**src/rtl/irq_ctrl_if.sv**
```systemverilog
// Register-window bus between the system bridge and irq_ctrl.
// master = bridge side, slave = irq_ctrl side.
interface irq_ctrl_if;
    logic        we;
    logic [1:0]  addr;
    logic [31:0] wdata;
    logic [31:0] rdata;

    modport master (output we, addr, wdata, input rdata);
    modport slave  (input we, addr, wdata, output rdata);
endinterface

```
**src/rtl/irq_ctrl.sv**
```systemverilog
// Interrupt controller: per-source pending/mask/edge-level mode feeding a registered CP0 hw_int[5:0].
// Optional macro IRQ_SYNC_EN adds a 2-flop synchronizer on dev_irq.
module irq_ctrl #(
    parameter int NSRC = 6
) (
    input  logic            clk,
    input  logic            reset,
    input  logic [NSRC-1:0] dev_irq,
    irq_ctrl_if.slave       bus,
    output logic [5:0]      hw_int
);

    logic [NSRC-1:0] s;
    logic [NSRC-1:0] prev_reg;
    logic [NSRC-1:0] pend_reg;
    logic [NSRC-1:0] pend_next;
    logic [NSRC-1:0] mask_reg;
    logic [NSRC-1:0] mode_reg;
    logic [NSRC-1:0] pend_masked;
    logic [NSRC-1:0] mode_chg;
    logic [NSRC-1:0] w1c;
    logic [5:0]      hw_int_reg;
    logic [5:0]      hw_int_next;
    logic            wr_pend;
    logic            wr_mask;
    logic            wr_mode;
    logic [2:0]      top_idx;
    logic            top_any;
    logic [31:0]     rdata_next;
    logic            unused_wdata;

`ifdef IRQ_SYNC_EN
    logic [NSRC-1:0] sync1_reg;
    logic [NSRC-1:0] sync2_reg;

    always_ff @(posedge clk) begin
        if (reset) begin
            sync1_reg <= '0;
            sync2_reg <= '0;
        end else begin
            sync1_reg <= dev_irq;
            sync2_reg <= sync1_reg;
        end
    end

    assign s = sync2_reg;
`else
    assign s = dev_irq;
`endif

    assign wr_pend = bus.we && (bus.addr == 2'd0);
    assign wr_mask = bus.we && (bus.addr == 2'd1);
    assign wr_mode = bus.we && (bus.addr == 2'd2);

    assign mode_chg     = {NSRC{wr_mode}} & (bus.wdata[NSRC-1:0] ^ mode_reg);
    assign w1c          = {NSRC{wr_pend}} & bus.wdata[NSRC-1:0];
    assign pend_masked  = pend_reg & mask_reg;
    assign unused_wdata = ^bus.wdata[31:NSRC];

    // Priority per bit: mode change clears, level follows input, edge set beats W1C.
    generate
        for (genvar gi = 0; gi < NSRC; gi++) begin : g_pend
            assign pend_next[gi] = mode_chg[gi]                  ? 1'b0 :
                                   !mode_reg[gi]                 ? s[gi] :
                                   (s[gi] && !prev_reg[gi])      ? 1'b1 :
                                   w1c[gi]                       ? 1'b0 :
                                                                   pend_reg[gi];
        end
    endgenerate

    generate
        for (genvar gi = 0; gi < 6; gi++) begin : g_hw
            if (gi < NSRC) begin : g_src
                assign hw_int_next[gi] = pend_masked[gi];
            end else begin : g_tie
                assign hw_int_next[gi] = 1'b0;
            end
        end
    endgenerate

    // Scan from the top down so the lowest set index is the one left standing.
    always_comb begin
        top_idx = 3'd0;
        for (int i = NSRC - 1; i >= 0; i--) begin
            if (pend_masked[i]) begin
                top_idx = 3'(i);
            end
        end
    end

    assign top_any = |pend_masked;

    always_comb begin
        rdata_next = '0;
        case (bus.addr)
            2'd0: rdata_next[NSRC-1:0] = pend_reg;
            2'd1: rdata_next[NSRC-1:0] = mask_reg;
            2'd2: rdata_next[NSRC-1:0] = mode_reg;
            default: begin
                rdata_next[31]  = top_any;
                rdata_next[2:0] = top_idx;
            end
        endcase
    end

    assign bus.rdata = rdata_next;
    assign hw_int    = hw_int_reg;

    always_ff @(posedge clk) begin
        if (reset) begin
            prev_reg   <= '0;
            pend_reg   <= '0;
            mask_reg   <= '0;
            mode_reg   <= '0;
            hw_int_reg <= '0;
        end else begin
            prev_reg   <= s;
            pend_reg   <= pend_next;
            hw_int_reg <= hw_int_next;
            if (wr_mask) begin
                mask_reg <= bus.wdata[NSRC-1:0];
            end
            if (wr_mode) begin
                mode_reg <= bus.wdata[NSRC-1:0];
            end
        end
    end

endmodule

```
**src/flat_wrapper.sv**
```systemverilog
// flat-port wrapper written by rule: the top's interface ports become plain ports
module irq_ctrl_flat 
#(
    parameter int NSRC = 6
)
  (clk, reset, dev_irq, hw_int, bus_we, bus_addr, bus_wdata, bus_rdata);
  irq_ctrl_if bus_i ();
  input  logic clk;
  input  logic reset;
  input  logic [NSRC-1:0] dev_irq;
  output logic [5:0] hw_int;
  input wire logic [$bits(bus_i.we)-1:0] bus_we;
  input wire logic [$bits(bus_i.addr)-1:0] bus_addr;
  input wire logic [$bits(bus_i.wdata)-1:0] bus_wdata;
  output wire logic [$bits(bus_i.rdata)-1:0] bus_rdata;
  assign bus_i.we = bus_we;
  assign bus_i.addr = bus_addr;
  assign bus_i.wdata = bus_wdata;
  assign bus_rdata = bus_i.rdata;
  irq_ctrl #(.NSRC(NSRC)) u_core (.clk(clk), .reset(reset), .dev_irq(dev_irq), .bus(bus_i), .hw_int(hw_int));
endmodule
```
**config.mk**
```make
export PLATFORM = sky130hd
export DESIGN_NAME = irq_ctrl_flat
export DESIGN_NICKNAME = d
export VERILOG_FILES = /design/src/rtl/irq_ctrl_if.sv /design/src/rtl/irq_ctrl.sv /design/src/flat_wrapper.sv
export SDC_FILE = /design/constraint.sdc
export NUM_CORES = 1
export LEC_CHECK = 0
export BUFFER_PORTS_ARGS = -buffer_cell sky130_fd_sc_hd__buf_2
export CELL_PAD_IN_SITES_DETAIL_PLACEMENT = 0
export CELL_PAD_IN_SITES_GLOBAL_PLACEMENT = 1
export CORE_UTILIZATION = 34
export DETAILED_ROUTE_END_ITERATION = 7
export PLACE_DENSITY = 0.93
export SYNTH_ARGS = -nofsm -noshare
export SYNTH_HDL_FRONTEND = slang
export SYNTH_SLANG_ARGS = --single-unit
```
**constraint.sdc**
```tcl
create_clock -name clk -period 2.4 [get_ports clk]
set_input_delay 0.12 -clock clk [delete_from_list [all_inputs] [get_ports clk]]
set_output_delay 0.12 -clock clk [all_outputs]
set_load 0.005 [all_outputs]
```
==> metrics.txt, run 1 <==
# TYPE chip_impl_metric gauge
chip_impl_metric{name="initial_utilization",unit=""} 0.361
chip_impl_metric{name="nNetsFinal",unit=""} 253
chip_impl_metric{name="cts.reportedPaths.clkPinSlew",unit="ns"} 0.06
chip_impl_metric{name="placedInstanceArea",unit="um2"} 1680
chip_impl_metric{name="min_period",unit="ns"} 1.76
chip_impl_metric{name="placed_cells_incl_taps",unit=""} 255
chip_impl_metric{name="netlist_area",unit="um2"} 1620
chip_impl_metric{name="max_slew_margin",unit=""} 0.597
chip_impl_info{name="worst_path_max_delay_cell",value="sky130_fd_sc_hd__mux4_2"} 1
chip_impl_metric{name="drive_above_1_share",unit=""} 0.215
chip_impl_metric{name="wl_met3",unit="um"} 202
chip_impl_metric{name="cts_hold_buffers",unit=""} 0
chip_impl_metric{name="finalWeightedCongestion",unit=""} 0.811
chip_impl_metric{name="power.share.switching",unit=""} 0.251
chip_impl_metric{name="vert_die_dim",unit="um"} 70.9
chip_impl_metric{name="h_tree_depth",unit=""} 2
chip_impl_metric{name="clock_power_share",unit=""} 0.380
chip_impl_info{name="maxUsedRoutingLayer",value="met4"} 1
chip_impl_metric{name="chipWidth",unit="um"} 70.9
chip_impl_metric{name="yosys_register_bits",unit=""} 30
chip_impl_metric{name="ys_warn_count",unit=""} 0
chip_impl_metric{name="postSynthCellCount",unit=""} 183
chip_impl_metric{name="route.met2.wl",unit="mm"} 1.44
chip_impl_info{name="synth_ff_type",value="sky130_fd_sc_hd__dfxtp_1"} 1
chip_impl_metric{name="drv_cap",unit=""} 0
chip_impl_metric{name="post-route-period-util",unit=""} 0.735
chip_impl_metric{name="peakVddDrop",unit="mV"} 0.194
chip_impl_metric{name="timing.fmax",unit="MHz"} 567
chip_impl_metric{name="ys_async_sr_fraction",unit=""} 0
chip_impl_metric{name="power.combinational.fraction",unit=""} 0.112
chip_impl_metric{name="synthMuxAreaShare",unit=""} 0.0899
chip_impl_metric{name="grt_pass1_vias",unit=""} 1112
chip_impl_metric{name="crit_buf_inv",unit=""} 1
chip_impl_metric{name="setup_total_negative_slack",unit="ns"} 0
chip_impl_metric{name="grt_pass1_wl",unit="mm"} 5.46
chip_impl_metric{name="gr-usage-all-layers",unit=""} 0.144
chip_impl_metric{name="synthesis.area_per_instance",unit="um2"} 8.83
chip_impl_metric{name="vias",unit=""} 1273
chip_impl_metric{name="flow.area_growth_from_synthesis",unit="%"} 8.91
chip_impl_info{name="hold_class",value="in2reg"} 1
chip_impl_metric{name="drt_pre_antenna_iters",unit=""} 6
chip_impl_metric{name="postLayoutCoreUtil",unit=""} 0.393
chip_impl_metric{name="stdcell_area",unit="um2"} 1760
chip_impl_metric{name="power_per_cell_area",unit="nW/um2"} 595
chip_impl_info{name="critPathLaunchType",value="flop"} 1
chip_impl_metric{name="setup_viol",unit=""} 0
chip_impl_metric{name="critical_path_peak_fanout",unit=""} 5
chip_impl_metric{name="count_of_cells_resized_by_post_cts_repair",unit=""} 0
chip_impl_info{name="cts_root_buf",value="sky130_fd_sc_hd__clkbuf_8"} 1
chip_impl_metric{name="worstPathRequired",unit="ns"} 2.28
chip_impl_info{name="endpoint_kind",value="primary output"} 1
chip_impl_info{name="largest_family_of_logic_cells_by_synthesized_area",value="simple AND/OR/NAND/NOR gates"} 1
chip_impl_info{name="layout_commonest_cell",value="sky130_fd_sc_hd__dfxtp_1"} 1
chip_impl_metric{name="yosysSeqAreaShare",unit=""} 0.372
chip_impl_info{name="run_status",value="finished, violations left"} 1
chip_impl_metric{name="wl_per_cell",unit="um"} 12.6
chip_impl_info{name="rsz0062_at_grt",value="false"} 1
chip_impl_metric{name="dp_hpwl",unit="mm"} 2.28
chip_impl_metric{name="final_max_slew_viol_count",unit=""} 0
chip_impl_metric{name="grt_antenna_before_repair",unit=""} 0
chip_impl_metric{name="final-instance-count-excl-fill",unit=""} 261
chip_impl_metric{name="post_synth_xor_area_fraction",unit=""} 0
chip_impl_metric{name="internal_power",unit="W"} 0.000784
chip_impl_metric{name="largest_net_degree_at_the_start_of_global_routing",unit=""} 31
chip_impl_metric{name="core_region_area",unit="um2"} 4470
chip_impl_metric{name="globalRoute.totalOverflow",unit=""} 0
chip_impl_info{name="failed_checks",value="design-rule violations"} 1
chip_impl_info{name="most-common-layout-cells",value="sky130_fd_sc_hd__dfxtp_1 (30), sky130_fd_sc_hd__buf_2 (29), sky130_fd_sc_hd__nand2_1 (28), sky130_fd_sc_hd__conb_1 (25)"} 1
chip_impl_metric{name="synth-compound-area-share",unit=""} 0.160
chip_impl_metric{name="synth-simple-area-share",unit=""} 0.215
chip_impl_metric{name="clkLatencyLatePin",unit="ns"} 0.29
chip_impl_metric{name="number_of_failing_hold_endpoints_at_the_final_stage",unit=""} 0
chip_impl_metric{name="antenna_cells_inserted",unit=""} 0
chip_impl_metric{name="critPathArrivalTime",unit="ns"} 1.64
chip_impl_metric{name="pwr-share-seq",unit=""} 0.509
chip_impl_metric{name="postRouteWirelength",unit="mm"} 3.29
chip_impl_metric{name="detailed_route_wire_length_on_metal_1",unit="mm"} 1.58
chip_impl_metric{name="final.fill_count",unit=""} 471
chip_impl_metric{name="cellLeakagePower",unit="nW"} 0.786
chip_impl_metric{name="critPathMaxStageDelay",unit="ns"} 0.46
chip_impl_metric{name="postCtsSetupBuffers",unit=""} 0
chip_impl_metric{name="post_dr_vias_cell",unit=""} 4.88
chip_impl_metric{name="total_switching_power",unit="W"} 0.000262
chip_impl_metric{name="full_die_area",unit="um2"} 5030
chip_impl_metric{name="ctsLongestPathBuffers",unit=""} 2
chip_impl_metric{name="synth_adder_area_share",unit=""} 0
chip_impl_metric{name="cts-buffers-inserted",unit=""} 5
chip_impl_info{name="critPathKind",value="reg2out"} 1
chip_impl_metric{name="timing_worst_slew_pin_value",unit="ns"} 0.605
chip_impl_metric{name="cts.sink_count",unit=""} 30
chip_impl_metric{name="input_output_buffers",unit=""} 29
chip_impl_metric{name="yosysUniqueCellTypes",unit=""} 30
chip_impl_metric{name="antenna_violating_nets_left",unit=""} 0
chip_impl_metric{name="initialDrtViolationCount",unit=""} 90
chip_impl_info{name="cp_top_family",value="multiplexers"} 1
chip_impl_metric{name="clock-skew-final",unit="ns"} 0.00278
chip_impl_metric{name="route.detailed.drc",unit=""} 6
chip_impl_metric{name="pin_count",unit=""} 81
chip_impl_info{name="tritoncts",value="done"} 1
chip_impl_metric{name="placementRows",unit=""} 24
chip_impl_info{name="critical_path.cell_chain",value="a22o_1 > and4_1 > mux4_2 > buf_2"} 1
chip_impl_metric{name="number_of_enable_type_register_cells_in_the_synthesized_netlist",unit=""} 0
## worst paths after layout
kind	startpoint	to	slack, ns	cells past startpoint
hold / removal	dev_irq[2]	u_core.prev_reg[2]	0.07	2
setup reg to reg	u_core.pend_reg[4]	u_core.pend_reg[4]	1.41	2
hold reg to reg	u_core.pend_reg[0]	u_core.hw_int[0]	0.49	2
setup / recovery	u_core.pend_reg[4]	bus_rdata[2]	0.64	4
## final cells by class
cell class / count / area, um2 / share of cell area
repair buffers: 29 / 145 / 0.0825
flip-flops and latches: 30 / 601 / 0.341
well taps: 52 / 65.1 / 0.0370
clock buffers: 6 / 82.6 / 0.0469
multi-input cells: 138 / 843 / 0.479
inverters: 6 / 22.5 / 0.0128
## kinds of logic after synthesis
| group | count (synthesis) |
|---|---|
| flip-flops | 30 |
| AO/OA/AOI/OAI | 35 |
| other | 1 |
| multiplexers | 12 |
| buffers and inverters | 39 |
| AND/OR/NAND/NOR | 66 |
## stage by stage
stage	power (W)	setup slack, ns	hold WS [ns]
final	0.00105	0.637	0.0729
after global routing	0.00110	0.573	0.0932
after CTS	0.00106	0.633	0.0643
after detailed placement	0.000659	0.922	0.367
after global placement	0.000656	0.951	0.363
after floorplan	0.000651	1.16	0.248
## Yosys cell counts, types with 2 or more instances
master	instances	area, um2
sky130_fd_sc_hd__a2111oi_2	6	90.1
sky130_fd_sc_hd__a21oi_1	13	65.1
sky130_fd_sc_hd__a22o_1	2	17.5
sky130_fd_sc_hd__buf_2	2	10.0
sky130_fd_sc_hd__buf_4	26	195
sky130_fd_sc_hd__buf_6	2	22.5
sky130_fd_sc_hd__clkbuf_1	3	11.3
sky130_fd_sc_hd__dfxtp_1	30	601
sky130_fd_sc_hd__inv_1	6	22.5
sky130_fd_sc_hd__mux2i_1	10	100
sky130_fd_sc_hd__mux4_2	2	45.0
sky130_fd_sc_hd__nand2_1	28	105
sky130_fd_sc_hd__nand4b_1	6	52.6
sky130_fd_sc_hd__nor2_1	13	48.8
sky130_fd_sc_hd__nor2b_1	7	43.8
sky130_fd_sc_hd__nor3b_1	6	45.0
sky130_fd_sc_hd__o21ai_0	5	25.0
sky130_fd_sc_hd__o21ai_1	4	20.0
## layer usage
layer,track usage,up-vias
met5,0,-
met4,0.0933,0
met3,0.0399,8
met2,0.202,45
met1,0.195,588
li1,-,632
## power groups by stage
stage	sequential [W]	combinational, W	clock [W]
floorplan	0.000538	0.000114	0
global placement	0.000542	0.000114	0
global route	0.000534	0.000131	0.000433
detailed placement	0.000543	0.000116	0
finish	0.000532	0.000117	0.000397
CTS	0.000532	0.000116	0.000410
(Power assumes the default switching activity.)
==> inputs of run 2 (changes only) <==
--- a/config.mk
+++ b/config.mk
@@ -8,9 +8,9 @@
 export BUFFER_PORTS_ARGS = -buffer_cell sky130_fd_sc_hd__buf_2
 export CELL_PAD_IN_SITES_DETAIL_PLACEMENT = 0
 export CELL_PAD_IN_SITES_GLOBAL_PLACEMENT = 1
-export CORE_UTILIZATION = 34
+export CORE_UTILIZATION = 32
 export DETAILED_ROUTE_END_ITERATION = 7
-export PLACE_DENSITY = 0.93
+export PLACE_DENSITY = 0.89
 export SYNTH_ARGS = -nofsm -noshare
 export SYNTH_HDL_FRONTEND = slang
 export SYNTH_SLANG_ARGS = --single-unit
==> constraint.sdc (replaced) <==
create_clock -name clk -period 1.7 [get_ports clk]
set_input_delay 0.085 -clock clk [delete_from_list [all_inputs] [get_ports clk]]
set_output_delay 0.085 -clock clk [all_outputs]
set_load 0.005 [all_outputs]
==> run 2 against run 1 <==
Net effect:
- the flow now finishes without violations
- non-clock buffer count is 4 higher
- global-route usage is 0.46 points lower
- worst setup slack worse by 0.61 ns
- core utilization is 0.70 points lower
- cell count is 8.0% higher
- critical path depth stayed put
- sequential cell count stayed put
- critical path type unchanged
==> metrics.txt, run 2 (synthesis results as in run 1) <==
# TYPE chip_impl_metric gauge
chip_impl_metric{name="dp_hpwl",unit="mm"} 2.32
chip_impl_metric{name="pin_count",unit=""} 81
chip_impl_metric{name="r2r_slack",unit="ns"} 0.74
chip_impl_metric{name="antenna_cells_inserted",unit=""} 0
chip_impl_info{name="endpoint_kind",value="primary output"} 1
chip_impl_metric{name="clock-skew-final",unit="ns"} 0.00396
chip_impl_info{name="critical_path.cell_chain",value="a22o_1 > and4_1 > mux4_2 > buf_2"} 1
chip_impl_metric{name="path_depth",unit=""} 4
chip_impl_metric{name="critical_path_peak_fanout",unit=""} 2
chip_impl_info{name="r2r_end",value="u_core.pend_reg[4]"} 1
chip_impl_info{name="critPathLaunchType",value="flop"} 1
chip_impl_metric{name="postLayoutCoreUtil",unit=""} 0.386
chip_impl_metric{name="antenna_violating_nets_left",unit=""} 0
chip_impl_metric{name="cts_hold_buffers",unit=""} 0
chip_impl_metric{name="worstPathRequired",unit="ns"} 1.62
chip_impl_metric{name="setup_total_negative_slack",unit="ns"} 0
chip_impl_info{name="worst_setup_path_startpoint",value="u_core.pend_reg[4]"} 1
chip_impl_metric{name="cts.sink_count",unit=""} 30
chip_impl_info{name="critPathKind",value="reg2out"} 1
chip_impl_metric{name="vias",unit=""} 1315
chip_impl_metric{name="placedInstanceArea",unit="um2"} 1720
chip_impl_metric{name="full_die_area",unit="um2"} 5340
chip_impl_metric{name="number_of_failing_hold_endpoints_at_the_final_stage",unit=""} 0
chip_impl_metric{name="ctsLongestPathBuffers",unit=""} 2
chip_impl_metric{name="critPathMaxStageDelay",unit="ns"} 0.47
chip_impl_metric{name="nNetsFinal",unit=""} 257
chip_impl_metric{name="grt_antenna_before_repair",unit=""} 0
chip_impl_info{name="min_from",value="dev_irq[0]"} 1
chip_impl_metric{name="flow.area_growth_from_synthesis",unit="%"} 14.4
chip_impl_metric{name="setup_viol",unit=""} 0
chip_impl_info{name="hold_class",value="in2reg"} 1
chip_impl_metric{name="input_output_buffers",unit=""} 29
chip_impl_info{name="reg2reg_from",value="u_core.pend_reg[4]"} 1
chip_impl_metric{name="peakVddDrop",unit="mV"} 0.477
chip_impl_info{name="run_status",value="finished clean"} 1
chip_impl_metric{name="post-route-period-util",unit=""} 0.985
chip_impl_info{name="layout_commonest_cell",value="sky130_fd_sc_hd__buf_2"} 1
chip_impl_metric{name="timing_worst_slew_pin_value",unit="ns"} 0.630
chip_impl_metric{name="final_max_slew_viol_count",unit=""} 0
chip_impl_metric{name="crit_buf_inv",unit=""} 1
chip_impl_metric{name="wl_per_cell",unit="um"} 12.0
chip_impl_metric{name="hold_ws",unit="ns"} 0.0425
chip_impl_info{name="timing.critical_path.to",value="bus_rdata[2]"} 1
chip_impl_metric{name="placementRows",unit=""} 25
chip_impl_metric{name="min_period",unit="ns"} 1.67
chip_impl_metric{name="globalRoute.totalOverflow",unit=""} 0
chip_impl_metric{name="initial_utilization",unit=""} 0.338
chip_impl_info{name="tritoncts",value="done"} 1
chip_impl_metric{name="finalWeightedCongestion",unit=""} 0.822
chip_impl_metric{name="core_region_area",unit="um2"} 4790
chip_impl_metric{name="postRouteWirelength",unit="mm"} 3.40
chip_impl_metric{name="power_per_cell_area",unit="nW/um2"} 819
chip_impl_metric{name="worst_r2r_path_depth",unit=""} 3
chip_impl_metric{name="drive_above_1_share",unit=""} 0.298
chip_impl_metric{name="stdcell_area",unit="um2"} 1850
chip_impl_metric{name="h_tree_depth",unit=""} 2
chip_impl_metric{name="drv_cap",unit=""} 0
chip_impl_metric{name="chipWidth",unit="um"} 73.0
chip_impl_metric{name="cts-buffers-inserted",unit=""} 5
chip_impl_metric{name="gr-usage-all-layers",unit=""} 0.140
chip_impl_metric{name="cellLeakagePower",unit="nW"} 0.818
chip_impl_metric{name="drt_pre_antenna_iters",unit=""} 4
chip_impl_info{name="cts_root_buf",value="sky130_fd_sc_hd__clkbuf_8"} 1
chip_impl_metric{name="largest_net_degree_at_the_start_of_global_routing",unit=""} 31
chip_impl_metric{name="vert_die_dim",unit="um"} 73.0
chip_impl_metric{name="route.detailed.drc",unit=""} 0
chip_impl_metric{name="post_dr_vias_cell",unit=""} 4.66
chip_impl_metric{name="max_slew_margin",unit=""} 0.580
chip_impl_metric{name="grt_pass1_vias",unit=""} 1159
chip_impl_info{name="cp_top_family",value="multiplexers"} 1
chip_impl_metric{name="grt_pass1_wl",unit="mm"} 5.58
chip_impl_metric{name="clkLatencyLatePin",unit="ns"} 0.28
chip_impl_metric{name="timing.fmax",unit="MHz"} 597
chip_impl_info{name="rsz0062_at_grt",value="true"} 1
chip_impl_info{name="worst_path_max_delay_cell",value="sky130_fd_sc_hd__mux4_2"} 1
chip_impl_info{name="most-common-layout-cells",value="sky130_fd_sc_hd__buf_2 (29), sky130_fd_sc_hd__nand2_1 (26), sky130_fd_sc_hd__conb_1 (25), sky130_fd_sc_hd__dfxtp_1 (19)"} 1
chip_impl_metric{name="cts.reportedPaths.clkPinSlew",unit="ns"} 0.06
chip_impl_metric{name="initialDrtViolationCount",unit=""} 54
chip_impl_metric{name="critPathArrivalTime",unit="ns"} 1.59
==> run 2: changes by cell type in the layout (fill, tap and decap cells not counted), sizes merged <==
cell / before / now
clkinv: 0 / 1
buf: 29 / 33
clkbuf: 6 / 7
==> run 2: per-stage QoR <==
step / instances / setup slack, ns / power, W
finish: 282 / 0.0251 / 0.00151
global route: 282 / -0.0159 / 0.00159
CTS: 282 / 0.00129 / 0.00153
detailed placement: 273 / 0.307 / 0.000935
global placement: 273 / 0.306 / 0.000932
floorplan: 207 / 0.490 / 0.000920
==> run 2: routing by layer <==
metal	wire length, um	GRT usage
met2	1550	0.210
met4	42	0.0523
met3	150	0.0373
met1	1660	0.191
met5	0	0
==> run 2: what timing repair did <==
action	in CTS	in global routing
resized for setup	6	11
setup endpoints to repair	1	2
pin swaps	0	0
setup buffers	1	0
==> run 2: how the worst min path moves through the flow <==
stage               slack (ns)            endpoint  cells after the start
floorplan                 0.21  u_core.prev_reg[0]                      1
global placement          0.33  u_core.prev_reg[2]                      2
detailed placement        0.33  u_core.prev_reg[0]                      2
CTS                       0.04  u_core.prev_reg[0]                      2
global route              0.05  u_core.prev_reg[2]                      2
finish                    0.04  u_core.prev_reg[0]                      2
==> run 2: area by class of cell <==
cell class,instances,area [um2]
clock buffers,7,86.3
clock inverters,1,5.00
fillers,517,2940
inverters,6,22.5
multi-input cells,138,853
flip-flops and latches,30,622
well taps,67,83.8
repair buffers,33,175
==> run 2: power breakdown <==
group / leakage [nW] / switching (W) / internal [W]
Sequential: 0.251 / 0.0000213 / 0.000729
Combinational: 0.519 / 0.000103 / 0.0000717
Clock: 0.0482 / 0.000262 / 0.000326
Total: 0.818 / 0.000387 / 0.00113
==> run 2: worst register-to-register path: stages (launching register included) <==
cell and delay [ns]:
sky130_fd_sc_hd__dfxtp_2 0.33, sky130_fd_sc_hd__buf_4 0.13, sky130_fd_sc_hd__o21ai_1 0.07, sky130_fd_sc_hd__a2111oi_2 0.33
==> inputs of run 3 (changes only) <==
--- a/config.mk
+++ b/config.mk
@@ -8,6 +8,8 @@
 export BUFFER_PORTS_ARGS = -buffer_cell sky130_fd_sc_hd__buf_2
 export CELL_PAD_IN_SITES_DETAIL_PLACEMENT = 0
 export CELL_PAD_IN_SITES_GLOBAL_PLACEMENT = 1
+export CORE_ASPECT_RATIO = 1.5
+export CORE_MARGIN = 2
 export CORE_UTILIZATION = 32
 export DETAILED_ROUTE_END_ITERATION = 7
 export PLACE_DENSITY = 0.89
==> constraint.sdc (replaced) <==
create_clock -name clk -period 1.7 [get_ports clk]
set_input_delay 0.34 -clock clk [delete_from_list [all_inputs] [get_ports clk]]
set_output_delay 0.34 -clock clk [all_outputs]
set_load 0.005 [all_outputs]
==> run 3 against run 2 <==
Net effect:
- the run now ends with negative setup slack left
- die area increased by 5.8%
- total power up 7.0%
- critical path type unchanged
- cell area grew 4.4%
- sequential share of layout area decreased by 2.0 points
- hold slack improved by 0.25 ns
- fmax is 11% lower
- sequential cell count unchanged
- register-to-register slack worse by 0.07 ns
- combinational power increased by 9%
- largest cell class unchanged
==> metrics.txt, run 3 (synthesis results as in run 1) <==
# TYPE chip_impl_metric gauge
chip_impl_metric{name="chipWidth",unit="um"} 62.0
chip_impl_info{name="rsz0062_at_grt",value="true"} 1
chip_impl_metric{name="critPathMaxStageDelay",unit="ns"} 0.45
chip_impl_metric{name="min_path_cells",unit=""} 2
chip_impl_metric{name="initialDrtViolationCount",unit=""} 39
chip_impl_metric{name="stdcell_area",unit="um2"} 1930
chip_impl_metric{name="ctsLongestPathBuffers",unit=""} 2
chip_impl_metric{name="drv_cap",unit=""} 0
chip_impl_metric{name="setup_total_negative_slack",unit="ns"} -0.372
chip_impl_info{name="cp_top_family",value="multiplexers"} 1
chip_impl_metric{name="post-place-ws",unit="ns"} 0.0612
chip_impl_info{name="critPathKind",value="reg2out"} 1
chip_impl_info{name="worst_path_max_delay_cell",value="sky130_fd_sc_hd__mux4_2"} 1
chip_impl_metric{name="full_die_area",unit="um2"} 5640
chip_impl_info{name="hold_class",value="in2reg"} 1
chip_impl_metric{name="clkLatencyLatePin",unit="ns"} 0.29
chip_impl_metric{name="postRouteWirelength",unit="mm"} 3.51
chip_impl_metric{name="placed_cells_incl_taps",unit=""} 280
chip_impl_metric{name="cts.reportedPaths.clkPinSlew",unit="ns"} 0.06
chip_impl_metric{name="wl_per_cell",unit="um"} 12.1
chip_impl_metric{name="grt_util_met2",unit=""} 0.211
chip_impl_metric{name="critPathArrivalTime",unit="ns"} 1.55
chip_impl_metric{name="design_power_total",unit="W"} 0.00162
chip_impl_info{name="critPathLaunchType",value="flop"} 1
chip_impl_metric{name="clock-skew-final",unit="ns"} 0.00522
chip_impl_info{name="min_from",value="dev_irq[5]"} 1
chip_impl_info{name="run_status",value="finished, violations left"} 1
chip_impl_metric{name="worstPathRequired",unit="ns"} 1.36
chip_impl_metric{name="timing_worst_slew_pin_value",unit="ns"} 0.615
chip_impl_metric{name="grtUsageMet1",unit=""} 0.169
chip_impl_metric{name="cts-buffers-inserted",unit=""} 5
chip_impl_metric{name="pin_count",unit=""} 81
chip_impl_metric{name="final.fill_count",unit=""} 496
chip_impl_info{name="cts_root_buf",value="sky130_fd_sc_hd__clkbuf_8"} 1
chip_impl_info{name="failed_checks",value="negative setup slack"} 1
chip_impl_metric{name="max_slew_margin",unit=""} 0.590
chip_impl_metric{name="post_dr_vias_cell",unit=""} 4.71
chip_impl_metric{name="placementRows",unit=""} 31
chip_impl_metric{name="drt_pre_antenna_iters",unit=""} 4
chip_impl_info{name="tritoncts",value="done"} 1
chip_impl_metric{name="finalWeightedCongestion",unit=""} 0.803
chip_impl_metric{name="core_region_area",unit="um2"} 4850
chip_impl_metric{name="vert_die_dim",unit="um"} 91.0
chip_impl_metric{name="grt_antenna_before_repair",unit=""} 0
chip_impl_metric{name="dp_hpwl",unit="mm"} 2.52
chip_impl_metric{name="number_of_failing_hold_endpoints_at_the_final_stage",unit=""} 0
chip_impl_metric{name="gr-usage-all-layers",unit=""} 0.137
chip_impl_metric{name="min_period",unit="ns"} 1.89
chip_impl_metric{name="power_per_cell_area",unit="nW/um2"} 839
chip_impl_metric{name="antenna_cells_inserted",unit=""} 0
chip_impl_metric{name="cts.sink_count",unit=""} 30
chip_impl_metric{name="input_output_buffers",unit=""} 29
chip_impl_metric{name="grt_pass1_vias",unit=""} 1244
chip_impl_metric{name="largest_net_degree_at_the_start_of_global_routing",unit=""} 31
chip_impl_metric{name="critical_path_peak_fanout",unit=""} 2
chip_impl_metric{name="nNetsFinal",unit=""} 266
chip_impl_metric{name="final-instance-count-excl-fill",unit=""} 290
chip_impl_info{name="endpoint_kind",value="primary output"} 1
chip_impl_metric{name="cellLeakagePower",unit="nW"} 0.872
chip_impl_metric{name="post-route-period-util",unit=""} 1.11
chip_impl_metric{name="setup_viol",unit=""} 3
chip_impl_info{name="min_delay_worst_endpoint",value="u_core.prev_reg[5]"} 1
chip_impl_metric{name="route.detailed.drc",unit=""} 0
chip_impl_info{name="most-common-layout-cells",value="sky130_fd_sc_hd__buf_2 (29), sky130_fd_sc_hd__nand2_1 (27), sky130_fd_sc_hd__conb_1 (25), sky130_fd_sc_hd__dfxtp_1 (22)"} 1
chip_impl_info{name="r2r_end",value="u_core.pend_reg[5]"} 1
chip_impl_metric{name="drive_above_1_share",unit=""} 0.317
chip_impl_metric{name="antenna_violating_nets_left",unit=""} 0
chip_impl_metric{name="h_tree_depth",unit=""} 2
chip_impl_metric{name="placedInstanceArea",unit="um2"} 1780
chip_impl_info{name="layout_commonest_cell",value="sky130_fd_sc_hd__buf_2"} 1
chip_impl_metric{name="worst_r2r_path_depth",unit=""} 3
chip_impl_info{name="critical_path.cell_chain",value="a22o_1 > and4_1 > mux4_2 > buf_2"} 1
chip_impl_metric{name="timing.fmax",unit="MHz"} 529
chip_impl_metric{name="final_max_slew_viol_count",unit=""} 0
chip_impl_metric{name="r2r_slack",unit="ns"} 0.67
chip_impl_metric{name="initial_utilization",unit=""} 0.333
chip_impl_metric{name="crit_buf_inv",unit=""} 1
chip_impl_info{name="reg2reg_from",value="u_core.pend_reg[5]"} 1
chip_impl_metric{name="grt_pass1_wl",unit="mm"} 5.80
chip_impl_metric{name="globalRoute.totalOverflow",unit=""} 0
chip_impl_metric{name="worst_slack",unit="ns"} -0.189
chip_impl_info{name="global_route.peak_usage_layer",value="met2"} 1
chip_impl_metric{name="peakVddDrop",unit="mV"} 0.402
chip_impl_metric{name="use_met3",unit=""} 0.0256
chip_impl_metric{name="vias",unit=""} 1366
chip_impl_metric{name="flow.area_growth_from_synthesis",unit="%"} 19.4
[run 3: cell type report]
class | count | area [um2] | share of cell area
clock buffers | 8 | 110 | 0.0571
inverters | 6 | 22.5 | 0.0117
multi-input cells | 138 | 857 | 0.444
well taps | 66 | 82.6 | 0.0428
flip-flops and latches | 30 | 611 | 0.316
repair buffers | 42 | 246 | 0.128
[run 3: power breakdown]
group          total [W]  switching [W]  internal, W
sequential      0.000749      0.0000180     0.000731
combinational   0.000191       0.000109    0.0000825
clock           0.000678       0.000270     0.000408
total            0.00162       0.000397      0.00122
[run 3: layer usage]
layer | up-vias | part of all wire
li1 | 666 | -
met1 | 638 | 0.42
met5 | - | 0
met3 | 10 | 0.052
met2 | 52 | 0.50
met4 | 0 | 0.031
[run 3: how the worst max path moves through the flow]
stage,startpoint,end,slack (ns),depth (start not counted)
global route,u_core.pend_reg[4],bus_rdata[2],-0.24,4
finish,u_core.mask_reg[4],bus_rdata[2],-0.19,4
CTS,u_core.mask_reg[4],bus_rdata[2],-0.19,4
detailed placement,bus_addr[0],u_core.pend_reg[0],0.06,5
floorplan,bus_addr[1],bus_rdata[1],0.17,3
global placement,bus_addr[1],bus_rdata[0],0.09,4
[run 3: worst register-to-register path: cells and delay by family (launching register included)]
kind	cells	cell delay (ns)
buffers and inverters	1	0.13
flip-flops	1	0.36
AO/OA/AOI/OAI	2	0.45
[run 3: what timing repair did]
| action | 4_1_cts | 5_1_grt |
|---|---|---|
| gates resized for setup | 8 | 5 |
| hold buffers | 0 | 0 |
| setup endpoints to repair | 4 | 4 |
| hold endpoints to repair | 0 | 0 |
| buffers inserted | 2 | 0 |
| pin swaps | 2 | 2 |
[run 3: through the flow]
| step | utilization | hold slack (ns) |
|---|---|---|
| 3_3_place_gp | 0.366 | 0.480 |
| 5_1_grt | 0.398 | 0.308 |
| 2_1_floorplan | - | 0.447 |
| 4_1_cts | 0.397 | 0.295 |
| 3_5_place_dp | 0.366 | 0.481 |
| 6_report | 0.398 | 0.297 |
